## src/rtl/fetch_stage.sv

```systemverilog
// Instruction fetch stage: PC, instruction register, one-bubble redirect, halt and return stack.
// Define FETCH_LINK_STACK_EN for a STACK_DEPTH-entry return stack; otherwise a single link register.
module fetch_stage #(
  parameter int unsigned       ADDR_W      = 8,
  parameter int unsigned       INSTR_W     = 16,
  parameter int unsigned       STACK_DEPTH = 4,
  parameter logic [ADDR_W-1:0] RESET_PC    = '0
) (
  input  logic               clk,
  input  logic               rst,
  output logic [ADDR_W-1:0]  mem_a,
  input  logic [INSTR_W-1:0] mem_ri,
  output logic [INSTR_W-1:0] ir,
  output logic [ADDR_W-1:0]  ir_pc,
  output logic               ir_valid,
  input  logic               ir_ready,
  input  logic               br_take,
  input  logic [ADDR_W-1:0]  br_target,
  input  logic               br_link,
  input  logic               br_ret,
  input  logic               halt,
  output logic [ADDR_W-1:0]  pc,
  output logic               halted,
  output logic               stk_ovf,
  output logic               stk_unf
);

  if (STACK_DEPTH < 2 || (STACK_DEPTH & (STACK_DEPTH - 1)) != 0) begin : g_depth_chk
    $error("fetch_stage: STACK_DEPTH must be a power of two and at least 2");
  end

  typedef enum logic [1:0] {S_RUN, S_BUBBLE, S_HALT} state_t;

  state_t             r_state, w_state_nxt;
  logic [ADDR_W-1:0]  r_pc, w_pc_nxt;
  logic [INSTR_W-1:0] r_ir, w_ir_nxt;
  logic [ADDR_W-1:0]  r_ir_pc, w_ir_pc_nxt;
  logic               r_ir_valid, w_ir_valid_nxt;
  logic               w_consume;
  logic               w_load;
  logic               w_push;
  logic [ADDR_W-1:0]  w_pop_val;
  logic [ADDR_W-1:0]  w_link_val;

  assign w_consume  = r_ir_valid && ir_ready;
  assign w_link_val = r_ir_pc + 1'b1;

  always_ff @(posedge clk or posedge rst) begin
    if (rst) begin
      r_state    <= S_RUN;
      r_pc       <= RESET_PC;
      r_ir       <= '0;
      r_ir_pc    <= '0;
      r_ir_valid <= 1'b0;
    end else begin
      r_state    <= w_state_nxt;
      r_pc       <= w_pc_nxt;
      r_ir       <= w_ir_nxt;
      r_ir_pc    <= w_ir_pc_nxt;
      r_ir_valid <= w_ir_valid_nxt;
    end
  end

  always_comb begin
    w_state_nxt    = r_state;
    w_pc_nxt       = r_pc;
    w_ir_nxt       = r_ir;
    w_ir_pc_nxt    = r_ir_pc;
    w_ir_valid_nxt = r_ir_valid;
    w_push         = 1'b0;
    w_load         = 1'b0;
    case (r_state)
      S_RUN: begin
        if (w_consume && halt) begin
          w_ir_valid_nxt = 1'b0;
          w_state_nxt    = S_HALT;
        end else if (w_consume && br_ret) begin
          w_pc_nxt       = w_pop_val;
          w_ir_valid_nxt = 1'b0;
          w_state_nxt    = S_BUBBLE;
        end else if (w_consume && br_take) begin
          w_push         = br_link;
          w_pc_nxt       = br_target;
          w_ir_valid_nxt = 1'b0;
          w_state_nxt    = S_BUBBLE;
        end else if (!r_ir_valid || ir_ready) begin
          w_load = 1'b1;
        end
      end
      S_BUBBLE: begin
        w_load      = 1'b1;
        w_state_nxt = S_RUN;
      end
      S_HALT: begin
        w_state_nxt = S_HALT;
      end
      default: begin
        w_state_nxt = S_RUN;
      end
    endcase
    if (w_load) begin
      w_ir_nxt       = mem_ri;
      w_ir_pc_nxt    = r_pc;
      w_ir_valid_nxt = 1'b1;
      w_pc_nxt       = r_pc + 1'b1;
    end
  end

`ifdef FETCH_LINK_STACK_EN
  localparam int unsigned     PTR_W   = $clog2(STACK_DEPTH);
  localparam logic [PTR_W:0]  DEPTH_C = (PTR_W + 1)'(STACK_DEPTH);

  logic [ADDR_W-1:0] r_stk [STACK_DEPTH];
  logic [PTR_W:0]    r_cnt;
  logic [PTR_W-1:0]  w_top_idx;
  logic              w_pop;
  logic              w_empty;
  logic              w_full;
  logic              r_ovf, r_unf;

  // Same priority as the FSM: a return is only accepted when halt is absent.
  assign w_pop     = (r_state == S_RUN) && w_consume && !halt && br_ret;
  assign w_empty   = (r_cnt == '0);
  assign w_full    = (r_cnt == DEPTH_C);
  assign w_top_idx = r_cnt[PTR_W-1:0] - 1'b1;
  assign w_pop_val = w_empty ? RESET_PC : r_stk[w_top_idx];

  always_ff @(posedge clk or posedge rst) begin
    if (rst) begin
      r_cnt <= '0;
      r_ovf <= 1'b0;
      r_unf <= 1'b0;
      for (int unsigned i = 0; i < STACK_DEPTH; i++) begin
        r_stk[i] <= '0;
      end
    end else begin
      if (w_pop) begin
        if (w_empty) r_unf <= 1'b1;
        else         r_cnt <= r_cnt - 1'b1;
      end
      if (w_push) begin
        if (w_full) begin
          r_ovf <= 1'b1;
        end else begin
          r_stk[r_cnt[PTR_W-1:0]] <= w_link_val;
          r_cnt                   <= r_cnt + 1'b1;
        end
      end
    end
  end

  assign stk_ovf = r_ovf;
  assign stk_unf = r_unf;
`else
  logic [ADDR_W-1:0] r_link;

  always_ff @(posedge clk or posedge rst) begin
    if (rst)         r_link <= RESET_PC;
    else if (w_push) r_link <= w_link_val;
  end

  assign w_pop_val = r_link;
  assign stk_ovf   = 1'b0;
  assign stk_unf   = 1'b0;
`endif

  assign mem_a    = r_pc;
  assign pc       = r_pc;
  assign ir       = r_ir;
  assign ir_pc    = r_ir_pc;
  assign ir_valid = r_ir_valid;
  assign halted   = (r_state == S_HALT);

endmodule
```

## config.mk

```make
export PLATFORM = sky130hd
export DESIGN_NAME = fetch_stage
export DESIGN_NICKNAME = d
export VERILOG_FILES = /design/src/rtl/fetch_stage.sv
export SDC_FILE = /design/constraint.sdc
export NUM_CORES = 1
export LEC_CHECK = 0
export BUFFER_PORTS_ARGS = -buffer_cell sky130_fd_sc_hd__buf_2
export CAP_MARGIN = 20
export CORE_ASPECT_RATIO = 1.25
export CORE_UTILIZATION = 45
export DETAILED_ROUTE_END_ITERATION = 10
export PLACE_DENSITY = 0.87
export SLEW_MARGIN = 20
export SYNTH_ARGS = -nofsm -noshare
export SYNTH_HDL_FRONTEND = slang
export SYNTH_SLANG_ARGS = --single-unit
```

## constraint.sdc

```tcl
create_clock -name clk -period 1.4 [get_ports clk]
set_input_delay 0 -clock clk [delete_from_list [all_inputs] [get_ports clk]]
set_output_delay 0 -clock clk [all_outputs]
set_load 0.02 [all_outputs]
```

## After elaboration in Yosys (flattened, before gate mapping)

Index checks and enable logic that the tools add are counted.

- Register bits: 43
- Input bits: 31
- Output and inout bits: 44
- Word-level logic and storage cells: 47

- $add $sub $neg: 2
- Eq/ne operators: 4
- Mux-type cells: 23
- Reduce and logical (&&, ||, !) cells: 12

Operators with widths:

| kind | count |
|---|---|
| two-way mux 8 bit | 5 |
| adder 8 x 1 -> 8 bit (second input constant) | 2 |
| two-way mux 1 bit | 13 |
| two-way mux 2 bit | 3 |
| logical AND 1 bit | 4 |
| inequality test 4 bit (second input constant) | 1 |
| case mux 2 bit (2 select lines) | 1 |
| nonzero test 4 bit | 1 |
| AND reduction 3 bit | 1 |
| nonzero test 3 bit | 1 |
| == test 2 x 1 -> 1 bit (second input constant) | 1 |
| == test 2 bit (second input constant) | 1 |
| zero test 2 bit | 1 |
| inequality test 2 bit (second input constant) | 1 |
| case mux 1 bit (2 select lines) | 1 |
| AND reduction 2 bit | 1 |
| nonzero test 2 bit | 1 |
| zero test 1 bit | 1 |
| logical OR 1 bit | 1 |

## Depth between registers and ports, before layout

Gate-level depths: netlist of the first run.

- Word-level depth: 9
- Mapped depth: 6

## Worst setup path before layout of the first run

OpenSTA, ideal clock, no wires.

- Path kind: reg2reg
- From: register r_ir_valid, in the netlist ir_valid
- To: register r_pc[2], in the netlist mem_a[2]
- Setup time: 121 ps
- Arrival time: 1588 ps
- Data required time: 1279 ps
- Slack: -309 ps
- Stages on the path, launching flop included: 5
- Buffers on the path: 0
- Clock period less this slack: 1709 ps
- Cell sequence: dfrtp_1 > nand3_1 > mux2_2 > mux2_2 > o22a_1

- Word-level cells in the longest chain between the ends: 9

Ends and longest elaborated chain:

| what | line | RTL |
|---|---|---|
| start: declaration | 38 | `logic r_ir_valid, w_ir_valid_nxt;` |
| start signal: assignment | 60 | `r_ir_valid <= w_ir_valid_nxt;` |
| zero test 1 bit | 86 | `end else if (!r_ir_valid \|\| ir_ready) begin` |
| logical OR 1 bit | 86 |  |
| two-way mux 1 bit | 86 |  |
| two-way mux 1 bit | 81 | `end else if (w_consume && br_take) begin` |
| two-way mux 1 bit | 77 | `end else if (w_consume && br_ret) begin` |
| two-way mux 1 bit | 74 | `if (w_consume && halt) begin` |
| case mux 1 bit (2 select lines) | 72 | `case (r_state)` |
| inequality test 2 bit (no line) (tied with other cells) | -- |  |
| AND reduction 3 bit (no line) | -- |  |
| end signal: assignment | 57 | `r_pc <= w_pc_nxt;` |
| end: declaration | 35 | `logic [ADDR_W-1:0] r_pc, w_pc_nxt;` |

Parallel ways exist; a longest one is shown, timed or not. The select of a mux whose other input is x is not followed.
A chain may end at the register's enable or synchronous reset.

## Worst setup path in the final report of the first run

- From: register r_ir_valid, in the netlist ir_valid
- To: register r_pc[3], in the netlist mem_a[3]

The elaborated chain is that of the path after synthesis.

==> results.md, run 1 <==
Routing:
- The DRC violations left is 0.
- The routed design has 5.605 mm of wire.
- Across all layers, the routed design uses 1804 vias.
- In the final routed layout, each cell accounts on average for about 16 um.
- The first detailed-routing pass ran for 4 iterations.
- The mean number of vias per cell is 5.140.
- The detailed router's first-iteration violation count is 56.
- Once detail routing completed, the nets flagged for antenna violations numbered 0.

Global routing:
- Entering global routing, the biggest net connects 44 pins.
- The first-pass GRT wire length is 8.845 mm.
- The number of global-route vias before repair is 1893.
- The total overflow left after global routing is 0.
- The initial antenna violation count came to 0.
- The overall routing resource usage is 0.2308.

Place:
- After detailed placement, the total cell area comes to 2679 um2.
- Prior to clock tree synthesis, the placed netlist has a worst setup slack of -0.2194 ns.
- The placed wire-length estimate after detailed placement is 3.473 mm.
- Input and output buffers added on the ports amount to 72.
- The number of cells after detailed placement is 316.
- The final weighted congestion in routability-driven placement is 0.7993.

Power and ir drop:
- The worst-case vdd ir drop is 1.423 mV.
- The leakage dissipation is 1.530 nW.
- The power per cell area is 2157 nW/um2.

Worst setup path:
- In this run the worst path has a maximum fanout of 6.
- The critical path in this run is classified as flop to flop.
- The kind of start point of the critical path is a flop.
- The peak per-stage delay on the critical path is between 0.4 and 0.5 ns.
- Data on the critical path arrives at its endpoint at 1.72 ns.
- The number of buffers and inverters on the critical path is 2.
- The signal on the critical path passes through nor2b_4 -> a21oi_4 -> buf_6 -> buf_12 -> mux2i_2 -> o22a_1.
- STA classifies the critical path endpoint as a flop.
- The category of cells accounting for the largest share of critical-path delay is flip-flops.
- The number of cells on the worst reg-to-reg path is 6.
- The master of the slowest instance on the critical path is sky130_fd_sc_hd__dfrtp_2.
- At the worst endpoint, the required time is 1.64 ns.
- The critical path runs through a total of 6 cells.

Status:
- The checks that failed: setup timing.
- The run finished, with violations left.

Clock tree:
- CTS saw 43 sinks.
- The TritonCTS clock tree is done.
- The root buffer cell is sky130_fd_sc_hd__clkbuf_8.
- The clock network latency to the later pin of the worst-skew pair is 0.31 ns.
- The CTS H-tree depth is 2.
- The number of buffers created by CTS is 5.
- The maximum clock insertion buffer count is 2.
- The CTS clock-pin slew for the worst setup and hold paths is around 0.090 ns.

Synthesis:
- For this run, the number of Yosys warnings is 0.
- The synthesized netlist contains 36 unique library cells.
- Yosys mapped a number of flops with a built-in enable equal to 0.
- Counting flops and latches in the post-synthesis netlist gives 43.
- Of the post-synthesis cell area, the dominant cell type holds 0.5000.
- The sequential share of the synthesized area is 0.5000.
- Sorting the synthesized cells by area gives the leading types as sky130_fd_sc_hd__dfrtp_1, sky130_fd_sc_hd__mux2_2, sky130_fd_sc_hd__mux2i_1, sky130_fd_sc_hd__buf_4, sky130_fd_sc_hd__a21oi_1.
- Summing every instance area after synthesis gives 2152 um2.
- The dominant register cell in the synthesized netlist is sky130_fd_sc_hd__dfrtp_1.
- For this run, asynchronously set or reset flops after synthesis account for 1.000.
- After technology mapping, the gate count stands at roughly 180.
- Dividing the synthesized area by the synthesized cell count gives 11.82 um2.
- The library cell with the largest summed area after synthesis is sky130_fd_sc_hd__dfrtp_1.

Cells and area:
- The post-route standard cell area excluding fillers is 3209 um2.
- The antenna cell count is 0.
- The number of nets in the final layout is 325.
- Leaving out filler cells and counting taps, the final layout contains 351.
- The post-route core utilization is 0.7143.
- The layout has 311 filler cells.
- The area growth from synthesis to final layout is 49.13%.
- Of the cells placed in the final design, the portion with a size suffix greater than 1 is 0.5427.

STA:
- The clock skew is 0.006957 ns.
- The slew at the pin closest to its max-slew limit is 0.5294 ns.
- The number of max-slew violations in the final report is 0.
- Dividing the final minimum period by the clock period gives 1.056.
- The routed design could run at a clock period as short as approximately 1.5 ns.
- The count of endpoints failing hold in the final timing report is 0.
- The final setup slack of the worst path is -0.07824 ns.
- The highest achievable clock rate is between 600 and 700 MHz.
- Setup repair after global routing could not meet its margin everywhere.
- The total setup violations reported at the end of the flow is 30.
- The final worst hold slack is 0.1082 ns.
- Headroom to the max-slew limit came out at 0.6470.

Run:
- The tool flagged a number of max-cap violations equal to 0.

Die:
- The die span in x is 63.86 um.
- The number of placement rows is 27.
- The die is 79.32 um tall.
- For this design the top-level I/O count stands at 75.
- The standard cell core area is roughly 4500 um2.
- For this configuration, the core starts out at a cell density of 0.4790.
- The full die area is a little over 5000 um2.

Worst hold path:
- The worst hold path belongs to the class primary input to flop.
- Counting instances, the worst hold path has a depth of 4.
## worst min-delay path, stage by stage
cell and delay (ns):
sky130_fd_sc_hd__buf_2 0.10, sky130_fd_sc_hd__buf_4 0.14, sky130_fd_sc_hd__nor2_1 0.08, sky130_fd_sc_hd__nor4_1 0.06
## flip-flops by register name (all words and copies together) (netlist names)
signal and cells:
ir 16, ir_pc 8, ir_valid 1, mem_a 8, r_link 8, r_state 2
## through the flow
stage                     TNS [ns]  power, mW
after detailed placement    -5.881      5.455
after global placement      -5.332      5.351
after floorplan             -2.149      4.499
final                       -1.320      6.924
after global routing        -3.042      7.310
after CTS                   -1.618      6.696
## worst paths after layout
kind | from | endpoint | slack, ns
worst max-delay path | ir_valid | mem_a[3] | -0.08
worst min-delay path | br_ret | r_state[0] | 0.11
worst max register to register | ir_valid | mem_a[3] | -0.08
worst min register to register | ir[2] | ir[2] | 0.51
max in group asynchronous | rst | ir_valid | 0.64
min in group asynchronous | rst | ir[4] | 0.37
## report_power, final
group / switching, mW / internal [mW] / total (mW)
clock: 0.457 / 0.531 / 0.989
combinational: 1.87 / 1.73 / 3.60
sequential: 0.501 / 1.83 / 2.33
total: 2.83 / 4.09 / 6.92
## cells in the mapped netlist, types with 2 or more instances
cell type,n
sky130_fd_sc_hd__nor3_1,2
sky130_fd_sc_hd__buf_4,10
sky130_fd_sc_hd__mux2i_1,12
sky130_fd_sc_hd__nand2_1,4
sky130_fd_sc_hd__nand2b_1,2
sky130_fd_sc_hd__and3_1,6
sky130_fd_sc_hd__o22a_1,5
sky130_fd_sc_hd__mux2_2,29
sky130_fd_sc_hd__buf_6,2
sky130_fd_sc_hd__clkbuf_1,4
sky130_fd_sc_hd__inv_1,5
sky130_fd_sc_hd__dfrtp_1,43
sky130_fd_sc_hd__nor2_1,9
sky130_fd_sc_hd__ha_1,2
sky130_fd_sc_hd__a21oi_1,13
sky130_fd_sc_hd__nor2b_1,2
sky130_fd_sc_hd__nand3_1,9
sky130_fd_sc_hd__xor2_1,5
## final cells by class
cell class                      count  area (um2)  area share
Multi-Input combinational cell    117        1051      0.3275
Clock buffer                        5       68.82     0.02144
Inverter                            5       18.77    0.005848
Sequential cell                    43        1079      0.3361
Clock inverter                      3       43.79     0.01365
Timing Repair Buffer              120       875.8      0.2729
Tap cell                           58       72.57     0.02261
## cell usage in the layout, fill, tap and decap left out, types with 2 or more instances in the layout
cell type and instances:
sky130_fd_sc_hd__dlygate4sd3_1 17, sky130_fd_sc_hd__a21oi_1 7, sky130_fd_sc_hd__buf_12 3, sky130_fd_sc_hd__inv_1 4, sky130_fd_sc_hd__mux2_2 16, sky130_fd_sc_hd__nor2_1 7
sky130_fd_sc_hd__clkbuf_8 5, sky130_fd_sc_hd__ha_1 2, sky130_fd_sc_hd__nand3_1 8, sky130_fd_sc_hd__mux2_4 13, sky130_fd_sc_hd__dfrtp_1 41, sky130_fd_sc_hd__buf_6 8
sky130_fd_sc_hd__nor2_2 2, sky130_fd_sc_hd__conb_1 2, sky130_fd_sc_hd__o22a_1 5, sky130_fd_sc_hd__a21oi_2 6, sky130_fd_sc_hd__buf_2 72, sky130_fd_sc_hd__nand2_1 4
sky130_fd_sc_hd__mux2i_1 11, sky130_fd_sc_hd__xor2_1 5, sky130_fd_sc_hd__buf_4 17, sky130_fd_sc_hd__and3_1 6, sky130_fd_sc_hd__dfrtp_2 2
## what timing repair did
action | CTS | global route
buffers inserted | 5 | 2
gates cloned | 2 | 2
pin swaps | 5 | 2
hold endpoints to repair | 59 | 0
setup endpoints to repair | 31 | 40
resized for setup | 16 | 23
hold buffers | 17 | 0
## logic make-up after synthesis
family                     share of synthesized area
and+or+nand+nor                               0.1105
other                                       0.001743
AOI/OAI and AO/OA                            0.07384
muxes                                         0.2076
adders and majority gates                    0.01163
buffers and inverters                        0.07034
DFF                                           0.5000
xor gates and xnor gates                     0.02442
## metal layers
layer | vias to the layer above | track usage | share of wire
met2 | 59 | 0.4117 | 0.54
met5 | - | 0 | 0
met4 | 0 | 0.1023 | 0.021
met1 | 875 | 0.2646 | 0.40
li1 | 858 | - | -
met3 | 12 | 0.04454 | 0.039
No activity file was read; power rests on OpenSTA's default activity.
==> run 2: changes to the inputs <==
Settings changed: MAX_ROUTING_LAYER set to met4.
==> run 2 against run 1 <==
Flip-flop and latch count stayed put. Setup slack improved by 0.0029 ns. Global-route usage grew 0.61 points. Maximum frequency is 0.20% higher. Largest power group unchanged. Clock power about the same. The flow still finishes with violations (setup timing).
==> results.md, run 2 (synthesis results as in run 1) <==
Worst hold path:
- The worst hold path depth is 4 (unchanged).
- The worst min-delay path class is primary input to flop.

Worst setup path:
- The number of cells on the worst reg-to-reg path was 6 (unchanged).
- STA classifies the critical path endpoint as a flop.
- The worst setup path is launched from a flop.
- The required time at the endpoint of the critical path is 1.64 ns (about the same).
- The data arrival time of the worst path is 1.71 ns (about the same).
- The largest fanout of any net on the critical path is 6 (unchanged).
- The critical path class is flop to flop.

Global routing:
- The remaining global-route overflow came to 0 (unchanged).
- The maximum number of pins on one net before global-route repair is 44 (unchanged).
- The number of global-route vias before repair is 1897 (+0.21%).
- The first-pass GRT wire length is 8.838 mm (about the same).
- The overall routing resource usage is 0.2369 (+0.006124).
- The initial antenna violation count is 0 (unchanged).

Cells and area:
- The number of flip-flops in the largest register was 16 (unchanged).
- The count of placed standard cells in the final layout, fillers left out was 351 (unchanged).
- The area growth from synthesis to final layout was 49.13% (unchanged).
- The number of nets in the final layout is 325 (unchanged).
- The library cell used most frequently in the layout, excluding fill and tap cells, is sky130_fd_sc_hd__buf_2.
- In the layout the commonest cells are sky130_fd_sc_hd__buf_2, sky130_fd_sc_hd__dfrtp_1, sky130_fd_sc_hd__buf_4, sky130_fd_sc_hd__dlygate4sd3_1, sky130_fd_sc_hd__mux2_2.
- The share of post-route cells with drive strength above 1 was 0.5427 (unchanged).
- The antenna cell count is 0 (unchanged).

STA:
- The final setup slack of the worst path was -0.07534 ns (+0.002903 ns).
- The clock skew was 0.005576 ns (-0.001381 ns).
- Setup repair after global routing could not meet its margin everywhere.
- The shortest period the worst path allows is 1.475 ns (-0.002903 ns).
- The count of endpoints failing hold in the final timing report came to 0 (unchanged).
- The number of max-slew violations in the final report is 0 (unchanged).
- The worst-case headroom to the max-slew limit is 0.6454 (-0.001671).
- The highest achievable clock rate came to 677.8 MHz (+0.20%).
- The slew at the pin closest to its max-slew limit is 0.5319 ns (+0.002506 ns).
- The final critical-path share of the clock period was 1.054 (-0.002074).
- The total setup violations reported at the end of the flow came to 30 (unchanged).

Routing:
- The iteration count of the initial detailed-routing pass is 4 (unchanged).
- The count of vias placed by the detailed router is 1820 (+0.89%).
- The detailed router's first-iteration violation count is 51 (-8.9%).
- The DRC violations left was 0 (unchanged).
- The number of nets with antenna violations after detailed routing is 0 (unchanged).
- The wire length after detailed routing is 5.626 mm (+0.37%).
- The mean number of vias per cell came to 5.185 (+0.89%).
- The per-cell routed wire length is 16.03 um (+0.37%).

Status:
- The checks that failed: setup timing.
- The flow ran to the end, but the final reports show violations.

Place:
- The count of input and output buffers is 72 (unchanged).
- The number of cells after detailed placement is 316 (unchanged).
- The placed wire-length estimate after detailed placement came to 3.473 mm (unchanged).
- The minimum setup slack after placement is -0.2194 ns (unchanged).
- The final weighted congestion in routability-driven placement is 0.8108 (+1.4%).

Clock tree:
- The CTS clock-pin slew for the worst setup and hold paths is 0.09 ns (about the same).
- The tree is rooted in a sky130_fd_sc_hd__clkbuf_8.
- The clock network latency to the later pin of the worst-skew pair is 0.30 ns (about the same).
- TritonCTS built the clock tree.
- The CTS H-tree depth is 2 (unchanged).
- The number of buffers created by CTS is 5 (unchanged).
- The clock sink count is 43 (unchanged).
- The maximum clock insertion buffer count is 2 (unchanged).

Power and ir drop:
- The leakage dissipation is 1.530 nW (unchanged).
- The power per cell area is 2159 nW/um2 (about the same).
- The sum of internal, switching and leakage power is 6.929 mW (about the same).
- The worst-case vdd ir drop was 1.427 mV (+0.26%).

Die:
- The boundary pin count came to 75 (unchanged).
- The vertical extent of the die is 79.32 um (unchanged).
- The full die area is 5065 um2 (unchanged).
- The number of placement rows came to 27 (unchanged).
- The die span in x came to 63.86 um (unchanged).
- The initial core utilization was 0.4790 (unchanged).
- The standard cell core area was 4493 um2 (unchanged).

Run:
- The total of max-cap violations is 0 (unchanged).
-- run 2: cell counts in the layout (fill, tap and decap cells not counted) --
Identical to the previous run, type by type.
-- run 2: final cells by class --
type | instances | area [um2]
fill | 311 | 1284
timing repair buffer | 120 | 875.8
multi-input combinational | 117 | 1051
tap | 58 | 72.57
inverter | 5 | 18.77
clock buffer | 5 | 68.82
sequential | 43 | 1079
clock inverter | 3 | 43.79
-- run 2: what timing repair did --
item                                    4_1_cts  5_1_grt
resized for setup                            16       23
hold endpoints to repair                     59        0
gates cloned                                  2        2
buffers inserted                              5        2
endpoints found under the setup margin       31       40
hold buffers                                 17        0
pin swaps                                     5        2
-- run 2: worst max-delay path, stage by stage, from the launching register on --
cell and delay, ns:
sky130_fd_sc_hd__dfrtp_2 0.42, sky130_fd_sc_hd__nor2b_4 0.14, sky130_fd_sc_hd__a21oi_4 0.18, sky130_fd_sc_hd__buf_6 0.16, sky130_fd_sc_hd__buf_12 0.13, sky130_fd_sc_hd__mux2i_2 0.21, sky130_fd_sc_hd__o22a_1 0.16
-- run 2: through the flow --
stage | area (um2) | hold slack (ns) | util | TNS [ns]
4_1_cts | 3105 | 0.1152 | 0.6912 | -1.618
3_3_place_gp | 2679 | 0.1531 | 0.5962 | -5.332
6_report | 3209 | 0.1085 | 0.7143 | -1.382
5_1_grt | 3209 | 0.1198 | 0.7143 | -3.044
2_1_floorplan | 2233 | 0.1516 | - | -2.149
3_5_place_dp | 2679 | 0.1657 | 0.5962 | -5.881
-- run 2: report_power, final --
part | internal [mW] | total, mW | switching [mW]
Clock | 0.531 | 0.989 | 0.458
Combinational | 1.73 | 3.61 | 1.88
Sequential | 1.83 | 2.33 | 0.501
Total | 4.09 | 6.93 | 2.84
-- run 2: worst paths after layout --
path / from / slack, ns / to
min in group asynchronous: rst / 0.37 / ir[4]
worst max register to register: ir_valid / -0.08 / mem_a[3]
worst min register to register: ir[2] / 0.51 / ir[2]
max in group asynchronous: rst / 0.64 / ir_valid
worst min-delay path: br_ret / 0.11 / r_state[0]
worst max-delay path: ir_valid / -0.08 / mem_a[3]
-- run 2: metal layers --
layer,vias to the layer above,wire length (um),GRT usage
li1,852,-,-
met5,-,0,-
met2,67,3037,0.4138
met1,889,2244,0.2637
met4,0,119,0.1023
met3,12,224,0.04167
==> run 3: changes to the inputs <==
Settings changed: ABC_AREA set to 1, CORE_UTILIZATION 45 to 46.
==> run 3 against run 2 <==
Cell area shrank 4.5%. Area after synthesis grew 8.0%. Die area grew 5.5%. Combinational power shrank 93%. Synthesized cell count grew 63%. Count of clock-buffer cells in the layout grew 1. The flow still finishes with violations (setup timing). Largest power group is now sequential cells. Flip-flop and latch count is the same. First-iteration DRC count grew 100%. Worst hold slack lost 0.020 ns. Via count grew 23%. Global-route usage grew 0.44 points.
==> results.md, run 3 <==
STA:
- The final critical-path share of the clock period is 1.001 (-0.05299).
- The final worst hold slack is 0.08884 ns (-0.01962 ns).
- The worst-case headroom to the max-slew limit came to 0.6378 (-0.007612).
- The number of max-slew violations in the final report is 0 (unchanged).
- The total negative slack for setup checks is -0.001150 ns (+1.381 ns).
- The shortest period the worst path allows is 1.401 ns (-0.07419 ns).
- Setup repair after global routing could not meet its margin everywhere.
- The count of endpoints failing hold in the final timing report was 0 (unchanged).
- The clock skew is 0.004429 ns (-0.001147 ns).
- The total setup violations reported at the end of the flow is 1 (-97%).
- The final setup slack of the worst path came to -0.001150 ns (+0.07419 ns).
- The slew at the pin closest to its max-slew limit was 0.5434 ns (+0.01142 ns).
- The highest achievable clock rate was 713.7 MHz (+5.3%).

Synthesis:
- The count of mapped cells out of synthesis is 296 (+63%).
- The share of the synthesized area in compound gates (AO/OA/AOI/OAI) was 0.06408 (-0.009755).
- The count of cell types in the netlist is 26 (-28%).
- The number of enable flip-flop cells after synthesis was 0 (unchanged).
- The share of the synthesized area in the top cell type was 0.4631 (-0.03689).
- The most common cell in the synthesized netlist is sky130_fd_sc_hd__nand2_1.
- The count of synthesis-stage warnings from yosys is 0 (unchanged).
- By count the netlist is led by sky130_fd_sc_hd__nand2_1, sky130_fd_sc_hd__dfrtp_1, sky130_fd_sc_hd__nand3_1.
- The average cell area after synthesis was 7.850 um2 (-34%).
- The share of flip-flops with an asynchronous set or reset came to 1.000 (unchanged).
- Among all flip-flop cells after synthesis, the most frequent one is sky130_fd_sc_hd__dfrtp_1.
- The fraction of the mapped netlist area in simple logic gates is 0.3328 (+0.2223).
- The number of register bits inferred by synthesis was 43 (unchanged).
- The library cell with the largest summed area after synthesis is sky130_fd_sc_hd__dfrtp_1.
- The synthesized area is 2323 um2 (+8.0%).
- After synthesis, the largest family of logic cells by area is simple AND/OR/NAND/NOR gates.
- The multiplexer share of the synthesized area is 0 (-0.2076).
- The XOR/XNOR share of the synthesized area is 0.03393 (+0.009507).
- Ranked by total cell area, the synthesized netlist is headed by sky130_fd_sc_hd__dfrtp_1, sky130_fd_sc_hd__nand2_1, sky130_fd_sc_hd__nand3_1, sky130_fd_sc_hd__buf_4, sky130_fd_sc_hd__buf_6.
- The synthesized-area fraction occupied by adder cells was 0.01077 (-0.0008578).
- The sequential share of the synthesized area is 0.4631 (-0.03689).

Clock tree:
- The number of buffers created by CTS is 5 (unchanged).
- TritonCTS built the clock tree.
- The clock sink count is 43 (unchanged).
- Clock tree synthesis selected as its root buffer the cell sky130_fd_sc_hd__clkbuf_8.
- The clock network latency to the later pin of the worst-skew pair came to 0.30 ns (about the same).
- The CTS H-tree depth came to 2 (unchanged).
- The CTS clock-pin slew for the worst setup and hold paths is 0.08 ns (about the same).
- The maximum clock insertion buffer count is 2 (unchanged).

Die:
- The boundary pin count came to 75 (unchanged).
- The die span in x was 65.57 um (+2.7%).
- The vertical extent of the die is 81.46 um (+2.7%).
- The full die area is 5341 um2 (+5.5%).
- The standard cell core area was 4800 um2 (+6.8%).
- The initial core utilization was 0.4841 (+0.005123).
- The number of placement rows came to 28 (+3.7%).

Cells and area:
- The antenna cell count is 0 (unchanged).
- The area growth from synthesis to layout is 31.88%.
- The number of nets in the final layout is 424 (+30%).
- The number of fillers in the final layout is 400 (+29%).
- The storage element area was 1080 um2 (+0.12%).
- The library cells used most frequently in the layout, excluding fill and tap cells, are sky130_fd_sc_hd__nand2_1, sky130_fd_sc_hd__buf_2, sky130_fd_sc_hd__dfrtp_1.
- The share of post-route cells with drive strength above 1 is 0.3316 (-0.2110).
- The multi-input combinational cell area is 1072 um2 (+2.0%).
- The library cell used most frequently in the layout, excluding fill and tap cells, is sky130_fd_sc_hd__nand2_1.
- The number of flip-flops in the largest register was 16 (unchanged).
- The count of placed standard cells in the final layout, fillers left out was 452 (+29%).

Worst setup path:
- The capturing point of the worst reg2reg path is r_link[4].
- The data arrival time of the worst path is 1.59 ns (-0.12 ns).
- The number of cells on the worst reg-to-reg path came to 8 (+2).
- The endpoint of the worst setup timing path is r_link[4].
- The largest fanout of any net on the critical path is 14 (+8).
- The critical path startpoint is ir_valid.
- The kind of start point of the critical path is a flop.
- The worst setup path is captured at a flop.
- The required time at the endpoint of the critical path is 1.59 ns (-0.05 ns).
- The setup slack on the worst flop-to-flop path is -0.001 ns (+0.07 ns).
- The critical path class is flop to flop.
- The startpoint identified for the worst register-to-register timing path is ir_valid.

Global routing:
- The overall routing resource usage is 0.2413 (+0.004357).
- The first-pass GRT wire length came to 9.432 mm (+6.7%).
- The number of global-route vias before repair is 2245 (+18%).
- The remaining global-route overflow is 0 (unchanged).
- The initial antenna violation count is 0 (unchanged).
- The maximum number of pins on one net before global-route repair is 44 (unchanged).

Power and ir drop:
- The clock network fraction of design power is 0.336 (+0.193).
- The switching share of power was 0.2561 (-0.1535).
- The sequential share of power came to 0.549 (+0.212).
- The power per cell area was 759.6 nW/um2 (-65%).
- The worst-case vdd ir drop is 0.5858 mV (-59%).
- The leakage dissipation is 1.679 nW (+9.7%).
- The sum of internal, switching and leakage power is 2.327 mW (-66%).
- The net switching component of the power is 0.5960 mW (-79%).
- The power share of the combinational group came to 0.115 (-0.406).
- The internal cell power is 1.731 mW (-58%).

Place:
- The count of input and output buffers is 72 (unchanged).
- The minimum setup slack after placement came to -0.01785 ns (+0.2016 ns).
- The final weighted congestion in routability-driven placement is 0.8277 (+2.1%).
- The placed wire-length estimate after detailed placement was 4.109 mm (+18%).
- The number of cells after detailed placement is 427 (+35%).

Run:
- The total of max-cap violations is 0 (unchanged).

Worst hold path:
- The worst hold path belongs to the class primary input to flop.

Routing:
- The routed length on met1 is 2.205 mm (-1.7%).
- The iteration count of the initial detailed-routing pass is 4 (unchanged).
- The detailed-routed wire length on met3 is 345 um (+54%).
- The count of vias placed by the detailed router is 2237 (+23%).
- The wire length after detailed routing is 5.807 mm (+3.2%).
- The number of nets with antenna violations after detailed routing came to 0 (unchanged).
- The mean number of vias per cell was 4.949 (-4.6%).
- The per-cell routed wire length is 12.85 um (-20%).
- The sum of met2 wire segment lengths after detailed routing is 3.080 mm (+1.4%).
- The highest metal layer used by the detailed router is met4.
- The detailed router's first-iteration violation count was 103 (+100%).
- The DRC violations left is 0 (unchanged).

Status:
- The run finished, with violations left.
- The final reports fail on setup timing.
-- run 3: changes by cell type in the layout (fill, tap and decap cells not counted), sizes merged, moves of 8 or more --
cell,delta
mux2,-29
o21ai,+19
mux2i,-12
nand3,+8
inv,+14
a21oi,-13
nand2,+143
buf,-14
-- run 3: cell families after synthesis --
group | after synthesis
and+or+nand+nor | 181
DFF | 43
buffers and inverters | 37
AOI/OAI and AO/OA | 23
xor gates and xnor gates | 9
adders and majority gates | 2
other | 1
-- run 3: repair_timing --
| action | 4_1_cts | 5_1_grt |
|---|---|---|
| pin swaps | 1 | 0 |
| setup buffers | 0 | 0 |
| gates resized for setup | 4 | 6 |
| hold buffers | 17 | 0 |
| setup endpoints to repair | 11 | 37 |
| endpoints found under the hold margin | 59 | 0 |
-- run 3: cell type report --
class                      count  share of cell area
tap                           60             0.02450
multi-input combinational    217              0.3499
clock buffer                   6             0.02368
sequential                    43              0.3524
inverter                      19             0.02491
clock inverter                 2            0.004083
timing repair buffer         105              0.2205
-- run 3: worst min path at each step --
stage	from	end	slack, ns	cells past startpoint
detailed placement	rst	ir[4]	0.16	3
floorplan	mem_ri[10]	ir[10]	0.12	2
CTS	br_link	r_link[1]	0.08	5
global route	br_link	r_link[1]	0.09	5
global placement	rst	ir[2]	0.15	3
finish	br_link	r_link[1]	0.09	5
-- run 3: layer usage --
metal | vias up | GRT usage
met5 | - | -
met4 | 0 | 0.1217
met3 | 19 | 0.04306
met2 | 88 | 0.4268
met1 | 1034 | 0.2572
li1 | 1096 | -
-- run 3: through the flow --
| step | area [um2] | util |
|---|---|---|
| 2_1_floorplan | 2344 | - |
| 5_1_grt | 3064 | 0.6384 |
| 4_1_cts | 3044 | 0.6343 |
| 3_5_place_dp | 2778 | 0.5787 |
| 3_3_place_gp | 2778 | 0.5787 |
| 6_report | 3064 | 0.6384 |
-- run 3: power groups by stage --
| stage | Sequential (mW) | Combinational (mW) | Clock (mW) |
|---|---|---|---|
| floorplan | 1.33 | 0.103 | 0 |
| global placement | 1.30 | 0.223 | 0 |
| detailed placement | 1.30 | 0.228 | 0 |
| CTS | 1.28 | 0.266 | 0.801 |
| global route | 1.28 | 0.294 | 0.848 |
| finish | 1.28 | 0.268 | 0.783 |
-- run 3: critical path, cell delays in order, from the launching register on --
cell                       delay [ns]
sky130_fd_sc_hd__dfrtp_2         0.43
sky130_fd_sc_hd__nand2_4         0.08
sky130_fd_sc_hd__buf_12          0.14
sky130_fd_sc_hd__nor2_4          0.10
sky130_fd_sc_hd__o211ai_2        0.11
sky130_fd_sc_hd__nor2_4          0.20
sky130_fd_sc_hd__inv_6           0.09
sky130_fd_sc_hd__nand2_1         0.09
sky130_fd_sc_hd__o21ai_2         0.05
